**src/rtl/data_memory_arbiter_pkg.sv**
```systemverilog
// Shared definitions for the data-memory arbiter: store-width codes understood by
// the data memory, its depth, the arbiter FSM state type and the packed request
// record used to mux the two requester ports onto the memory.
package data_memory_arbiter_pkg;

  // Store width codes (RISC-V funct3 encoding) forwarded untouched to the memory.
  localparam logic [2:0] F3_SB = 3'b000;
  localparam logic [2:0] F3_SH = 3'b001;
  localparam logic [2:0] F3_SW = 3'b010;

  // Data memory depth in 32-bit words.
  localparam int unsigned DATA_RAM_DEPTH = 256;

  // Address field is sized for the widest supported byte address; users truncate.
  localparam int unsigned MEM_ADDR_MAX_W = 32;

  typedef enum logic {
    CORE_PRIO = 1'b0,
    FORCE_DBG = 1'b1
  } arb_state_t;

  typedef struct packed {
    logic                      we;
    logic [MEM_ADDR_MAX_W-1:0] addr;
    logic [2:0]                func3;
    logic [31:0]               wdata;
  } mem_req_t;

endpackage

```
**src/rtl/data_memory_arbiter.sv**
```systemverilog
// Arbitrates the single-port data memory between the core load/store path (core_*)
// and the debug/program-loader path (dbg_*). The core has fixed priority; a
// starvation counter forces one debug grant after MAX_WAIT consecutive lost cycles.
// Load data is registered once and returned with a one-cycle rvalid to its owner.
//
// Ports:
//   clk, reset                      clock (rising edge), synchronous active-high reset
//   core_req/we/addr/func3/wdata    core request; core_gnt grant, core_rvalid/rdata return
//   dbg_req/we/addr/func3/wdata     debug request; dbg_gnt grant, dbg_rvalid/rdata return
//   mem_byte_address/store_func3/write_enable/write_data   memory drive
//   mem_read_data                   combinational read word from memory
module data_memory_arbiter
  import data_memory_arbiter_pkg::*;
#(
  parameter int unsigned MAX_WAIT = 4,
  parameter int unsigned ADDR_W   = 10
) (
  input  logic              clk,
  input  logic              reset,
  input  logic              core_req,
  input  logic              core_we,
  input  logic [ADDR_W-1:0] core_addr,
  input  logic [2:0]        core_func3,
  input  logic [31:0]       core_wdata,
  output logic              core_gnt,
  output logic              core_rvalid,
  output logic [31:0]       core_rdata,
  input  logic              dbg_req,
  input  logic              dbg_we,
  input  logic [ADDR_W-1:0] dbg_addr,
  input  logic [2:0]        dbg_func3,
  input  logic [31:0]       dbg_wdata,
  output logic              dbg_gnt,
  output logic              dbg_rvalid,
  output logic [31:0]       dbg_rdata,
  output logic [ADDR_W-1:0] mem_byte_address,
  output logic [2:0]        mem_store_func3,
  output logic              mem_write_enable,
  output logic [31:0]       mem_write_data,
  input  logic [31:0]       mem_read_data
);

  localparam int unsigned     CntW   = $clog2(MAX_WAIT + 1);
  localparam logic [CntW-1:0] MaxCnt = CntW'(MAX_WAIT);

  arb_state_t      state_q, state_d;
  logic [CntW-1:0] wait_cnt_q, wait_cnt_d;
  logic [31:0]     rdata_q, rdata_d;
  logic            core_rvalid_q, core_rvalid_d;
  logic            dbg_rvalid_q, dbg_rvalid_d;

  logic     sel_dbg;
  logic     granted;
  mem_req_t core_pkt, dbg_pkt, sel_req;

  // State register
  always_ff @(posedge clk) begin
    if (reset) begin
      state_q       <= CORE_PRIO;
      wait_cnt_q    <= '0;
      rdata_q       <= '0;
      core_rvalid_q <= 1'b0;
      dbg_rvalid_q  <= 1'b0;
    end else begin
      state_q       <= state_d;
      wait_cnt_q    <= wait_cnt_d;
      rdata_q       <= rdata_d;
      core_rvalid_q <= core_rvalid_d;
      dbg_rvalid_q  <= dbg_rvalid_d;
    end
  end

  // Next-state logic
  always_comb begin
    state_d    = state_q;
    wait_cnt_d = wait_cnt_q;
    unique case (state_q)
      CORE_PRIO: begin
        if (dbg_req && !dbg_gnt) begin
          if (wait_cnt_q < MaxCnt) begin
            wait_cnt_d = wait_cnt_q + CntW'(1);
          end
          if (wait_cnt_d == MaxCnt) begin
            state_d = FORCE_DBG;
          end
        end else begin
          wait_cnt_d = '0;
        end
      end
      // Either the forced grant happens now or debug withdrew; both end the episode.
      FORCE_DBG: begin
        state_d    = CORE_PRIO;
        wait_cnt_d = '0;
      end
      default: begin
        state_d    = CORE_PRIO;
        wait_cnt_d = '0;
      end
    endcase
  end

  // Outputs: grants, memory mux and load return
  always_comb begin
    core_pkt = '{we: core_we, addr: MEM_ADDR_MAX_W'(core_addr),
                 func3: core_func3, wdata: core_wdata};
    dbg_pkt  = '{we: dbg_we, addr: MEM_ADDR_MAX_W'(dbg_addr),
                 func3: dbg_func3, wdata: dbg_wdata};

    sel_dbg  = !reset && dbg_req && (!core_req || (state_q == FORCE_DBG));
    core_gnt = !reset && core_req && !sel_dbg;
    dbg_gnt  = sel_dbg;
    granted  = core_gnt || dbg_gnt;

    // With no grant the core port still drives address/func3/data.
    sel_req          = sel_dbg ? dbg_pkt : core_pkt;
    mem_byte_address = ADDR_W'(sel_req.addr);
    mem_store_func3  = sel_req.func3;
    mem_write_data   = sel_req.wdata;
    mem_write_enable = granted && sel_req.we && !reset;

    core_rvalid_d = core_gnt && !core_we;
    dbg_rvalid_d  = dbg_gnt && !dbg_we;
    rdata_d       = (granted && !sel_req.we) ? mem_read_data : rdata_q;

    // A return cycle that coincides with reset is suppressed.
    core_rvalid = core_rvalid_q && !reset;
    dbg_rvalid  = dbg_rvalid_q && !reset;
    core_rdata  = rdata_q;
    dbg_rdata   = rdata_q;
  end

endmodule

```
**config.mk**
```make
export PLATFORM = sky130hd
export DESIGN_NAME = data_memory_arbiter
export DESIGN_NICKNAME = d
export VERILOG_FILES = /design/src/rtl/data_memory_arbiter_pkg.sv /design/src/rtl/data_memory_arbiter.sv
export SDC_FILE = /design/constraint.sdc
export NUM_CORES = 1
export LEC_CHECK = 0
export ABC_CLOCK_PERIOD_IN_PS = 2300
export CAP_MARGIN = 20
export CORE_AREA = 2 2 94 96
export CTS_CLUSTER_DIAMETER = 80
export DETAILED_ROUTE_END_ITERATION = 16
export DIE_AREA = 0 0 96 98
export PLACE_DENSITY = 0.81
export SYNTH_ARGS = -nofsm -noshare
export SYNTH_HDL_FRONTEND = slang
export SYNTH_SLANG_ARGS = --single-unit
```
**constraint.sdc**
```tcl
create_clock -name clk -period 2.3 [get_ports clk]
set_clock_uncertainty 0.05 [all_clocks]
set_input_delay 0.46 -clock clk [delete_from_list [all_inputs] [get_ports clk]]
set_output_delay 0.46 -clock clk [all_outputs]
set_load 0.005 [all_outputs]
```
Yosys cells after proc, flatten, opt, wreduce, memory -nomap -nowiden
Cells that the tools add are included.
{"block": "word_totals", "output_inout_bits": 114, "word_cells": 38, "reg_bits": 38}
{"block": "classes", "mux": 9, "bitwise": 1, "n_addsub": 1, "n_eq_ne": 1, "reduce_logical": 20, "order_cmp": 1}
{"cell": "68-bit two-way mux", "count": 1}
{"cell": "1-bit logical AND", "count": 12}
{"cell": "3-bit two-way mux", "count": 4}
{"cell": "1-bit logical NOT", "count": 6}
{"cell": "3-bit case mux with 2 select lines", "count": 1}
{"cell": "3-bit by 1-bit adder with 3-bit output (second input constant)", "count": 1}
{"cell": "3-bit equality test (second input constant)", "count": 1}
{"cell": "3-bit less-than comparator (second input constant)", "count": 1}
{"cell": "1-bit logical OR", "count": 2}
{"cell": "1-bit two-way mux", "count": 2}
{"cell": "1-bit case mux with 2 select lines", "count": 1}
{"cell": "1-bit NOT", "count": 1}

Longest topological paths before layout
Gate-level depths: netlist of run 1.
{"block": "logic_depth", "ltp_word": 11, "depth_mapped": 5, "mapped_depth_nobuf": 4}

Worst setup path after synthesis of run 1
Ideal clock, no wire load.
{"block": "synth_timing", "path_type": "in2out", "start": "input reset", "end": "output mem_store_func3[0]", "t_arrival_ns": 1.256, "cell_stages": 4, "path_slack_ns": 0.534, "path_cell_list": "nand3b_2 > buf_6 > buf_6 > mux2_4"}
{"block": "synth_via", "elab_chain_cells": 4}
{"element": "from (decl)", "line_no": "data_memory_arbiter.sv:19", "text": "input logic reset,"}
{"element": "1-bit logical NOT", "line_no": "data_memory_arbiter.sv:109", "text": "sel_dbg = !reset && dbg_req && (!core_req || (state_q == FORCE_DBG));"}
{"element": "1-bit logical AND (2 in a row)", "line_no": "data_memory_arbiter.sv:109"}
{"element": "68-bit two-way mux", "line_no": "data_memory_arbiter.sv:115", "text": "sel_req = sel_dbg ? dbg_pkt : core_pkt;"}
{"element": "to (decl)", "line_no": "data_memory_arbiter.sv:37", "text": "output logic [2:0] mem_store_func3,"}
No other way between the ends.

Final worst setup path of run 1
{"block": "layout_timing", "start": "input core_req", "end": "output mem_write_data[31]"}
{"block": "layout_via", "elab_chain_cells": 4}
{"element": "from (decl)", "line_no": "data_memory_arbiter.sv:20", "text": "input logic core_req,"}
{"element": "1-bit logical NOT", "line_no": "data_memory_arbiter.sv:109"}
{"element": "1-bit logical OR", "line_no": "data_memory_arbiter.sv:109"}
{"element": "1-bit logical AND", "line_no": "data_memory_arbiter.sv:109"}
{"element": "68-bit two-way mux", "line_no": "data_memory_arbiter.sv:115"}
{"element": "to (decl)", "line_no": "data_memory_arbiter.sv:39", "text": "output logic [31:0] mem_write_data,"}
No other way between the ends.

==> impl_results.md, run 1 <==
* Outcome: completed
* Power per Cell Area at 380 nW/um^2
* Die height at 98 um
* First-pass GRT wire length at 13.0 mm
* Total CTS buffers at 5
* Initial antenna violation count at 0
* Routed Antenna Nets at 0
* Routed wl met2 at 4.59 mm
* Clock Path Buffers at 2
* Startpoint types: primary input
* Number of max-cap violations at 0
* Crit share post-route at 97.4%
* Critical path's top delay family: buffers and inverters
* RSZ-0062 raised after global routing: no
* Ys Warns at 0
* Count of placed standard cells including taps at 565
* Sequential share of the synthesized area at 29.7%
* Die ar. at 9410 um^2
* Routed vias at 2565
* Drt wl/cell at 15.0 um
* Max-slew headroom at 66.6%
* Top Layer Used: met4
* Pre-Repair DR Iteration Count at 4
* Hold Buf Count CTS at 0
* Most common cell after layout, fill and taps aside: clkdlybuf4s50_1
* Placer Congestion at 0.797
* Register area at 762 um^2
* Avg Vias per Cell at 4.40
* Total routing usage reported by global routing at 17.8%
* Power Total at 1920 uW
* Met1 wire length at 3.35 mm
* Post-Syn Area at 2560 um^2
* Final Setup Violations at 0
* Routed wire length on met3 at 706 um
* Leading post-synthesis cells by cell area: dfxtp_1 30%, mux2_2 17%, nand2b_1 16%, mux2i_1 13%, buf_4 9.4%
* Final cell count without fillers at 583
* Core ar. at 8470 um^2
* Die width at 96 um
* Diode count at 0
* Synth-to-layout area growth at 97.3%
* Biggest area consumer among synthesized cells: dfxtp_1
* Final hold viol count at 0
* # port buffers at 241
* Slew Limit Fails at 0
* Vias in the first global route at 2547
* Mapped Cells at 252
* Final #Nets at 603
* Net Sw Power at 471 uW
* Buf/Inv on CP at 4
* Hold Crit Class: reg2reg
* Area share of the largest cell type after synthesis at 29.7%
* Worst-Skew Late Latency at 0.28 ns
* CP max-delay cell: mux2_4
* Syn nets at 381
* Global route total overflow at 0
* Flop pwr share at 37.9%
* Post-Syn Area per Cell at 10.2 um^2
* Commonest non-fill, non-tap cells in the layout: 191 x clkdlybuf4s50_1, 64 x nand2b_1, 38 x mux2_2, 38 x dlygate4sd2_1, 37 x dfxtp_1
* Worst-margin pin slew at 0.501 ns
* Clk network pwr share at 25.1%
* Worst Path Arrival at 1.73 ns
* Max frequency at 447 MHz
* Setup TNS at 0 ns
* CTS H-tree depth at 2
* I/O pins at 242
* Multi-input logic area at 1450 um^2
* DRC viols at 0
* Fin Hold WS at 0.438 ns
* Root Driver: clkbuf_8
* CTS Sinks at 38
* Final core occ at 59.7%
* Starting Density at 30.2%
* Crit path capture type: primary output
* #FFs+latches synth at 38
* Minimum clock period at 2.24 ns
* Clk pin slew, worst setup/hold paths at 0.07 ns
* Comb pwr share at 37.1%
* Leak at 0.00216 uW
* Maximum VDD drop at 206 uV
* Routed WL at 8.75 mm
* Post-synthesis cell type count at 25
* FP Rows at 34
* Drt initial violations at 45
* Switching Share at 24.6%
* Critical path depth in cells at 7
* Critical path, cell by cell: clkdlybuf4s15_2, nand2b_4, nand3b_4, buf_12, buf_4, mux2_4, dlygate4sd2_1
* R2r worst-path depth at 5
* CTS tree: built
* Largest net degree at the start of global routing at 71
* WS Path Type: in2out
* Fraction of layout cells with a size suffix above 1 at 17.5%
* Hold Path Depth at 2
* CP required at 1.79 ns
* Fillers at 717
* DP HPWL at 7.11 mm
* Slowest stage delay, CP at 0.28 ns
* Crit Path Max Fanout at 14
* P_int at 1450 uW
==> power by group through the flow <==
stage,sequential (uW),combinational [uW],clock [uW]
finish,727,712,481
detailed placement,743,742,0
global route,733,762,532
global placement,740,731,0
floorplan,742,267,0
CTS,728,717,507
==> registers in the layout, indices dropped and copies added, names as in the netlist <==
register	cells
core_rdata	32
core_rvalid_q	1
dbg_rvalid_q	1
state_q	1
wait_cnt_q	3
==> final timing paths <==
path                       start                 end  slack [ns]
setup / recovery        core_req  mem_write_data[31]        0.06
hold / removal    core_rdata[11]      core_rdata[11]        0.44
setup reg to reg         state_q      core_rdata[16]        0.83
hold reg to reg   core_rdata[11]      core_rdata[11]        0.44
==> through the flow <==
step,area [um^2],worst slack (ns)
after floorplan,2560,0.534
after global placement,4890,-0.427
after detailed placement,4890,-0.475
after CTS,5020,-0.0291
after global routing,5050,0.000152
final,5050,0.0607
==> timing repair <==
action	CTS	global route
endpoints found under the setup margin	48	14
cloned	1	0
gates resized for setup	63	6
pin swaps	1	0
buffers inserted	5	6
==> layer usage <==
| layer | vias to the layer above | global-route usage [%] |
|---|---|---|
| met4 | 0 | 4.07 |
| li1 | 1249 | - |
| met2 | 131 | 31.8 |
| met5 | - | 0 |
| met1 | 1176 | 20.7 |
| met3 | 9 | 5.09 |
==> layout make-up <==
| type | instances | area share (%) |
|---|---|---|
| Clock buffer | 6 | 1.64 |
| Sequential cell | 38 | 15.1 |
| Inverter | 3 | 0.223 |
| Timing Repair Buffer | 262 | 51.4 |
| Tap cell | 108 | 2.68 |
| Clock inverter | 2 | 0.248 |
| Multi-Input combinational cell | 164 | 28.7 |
==> kinds of logic (layout without fill, tap and decap cells) <==
family / Yosys count / after routing / share of synthesized area [%]
buffers and inverters: 50 / 273 / 14.1
and+or+nand+nor: 80 / 80 / 19.7
muxes: 78 / 78 / 33.6
adders and majority gates: 1 / 1 / 0.489
AOI/OAI and AO/OA: 4 / 4 / 2.05
xor gates and xnor gates: 1 / 1 / 0.342
DFF: 38 / 38 / 29.7
==> cell usage after synthesis (all sizes together) <==
| master | n |
|---|---|
| clkbuf | 7 |
| and3b | 1 |
| and4b | 1 |
| nor4bb | 1 |
| buf | 40 |
| inv | 3 |
| a21boi | 1 |
| xor2 | 1 |
| dfxtp | 38 |
| mux2 | 45 |
| a21oi | 1 |
| a32oi | 2 |
| nand3b | 1 |
| nand2b | 65 |
| ha | 1 |
| mux2i | 33 |
| or3b | 1 |
| nor2b | 2 |
| nor2 | 8 |
==> worst min-delay path, cell delays in order (launching register included) <==
cell and delay, ns:
dfxtp_1 0.32, nand2b_1 0.07, mux2i_1 0.06
Note: power is estimated with default switching activity, not from simulation.
==> run 2, diff against run 1 <==
--- a/config.mk
+++ b/config.mk
@@ -8,7 +8,6 @@
 export ABC_CLOCK_PERIOD_IN_PS = 2300
 export CAP_MARGIN = 20
 export CORE_AREA = 2 2 94 96
-export CTS_CLUSTER_DIAMETER = 80
 export DETAILED_ROUTE_END_ITERATION = 16
 export DIE_AREA = 0 0 96 98
 export PLACE_DENSITY = 0.81
==> results of run 2 <==
Final layout, timing and power as in run 1 (identical DEF).
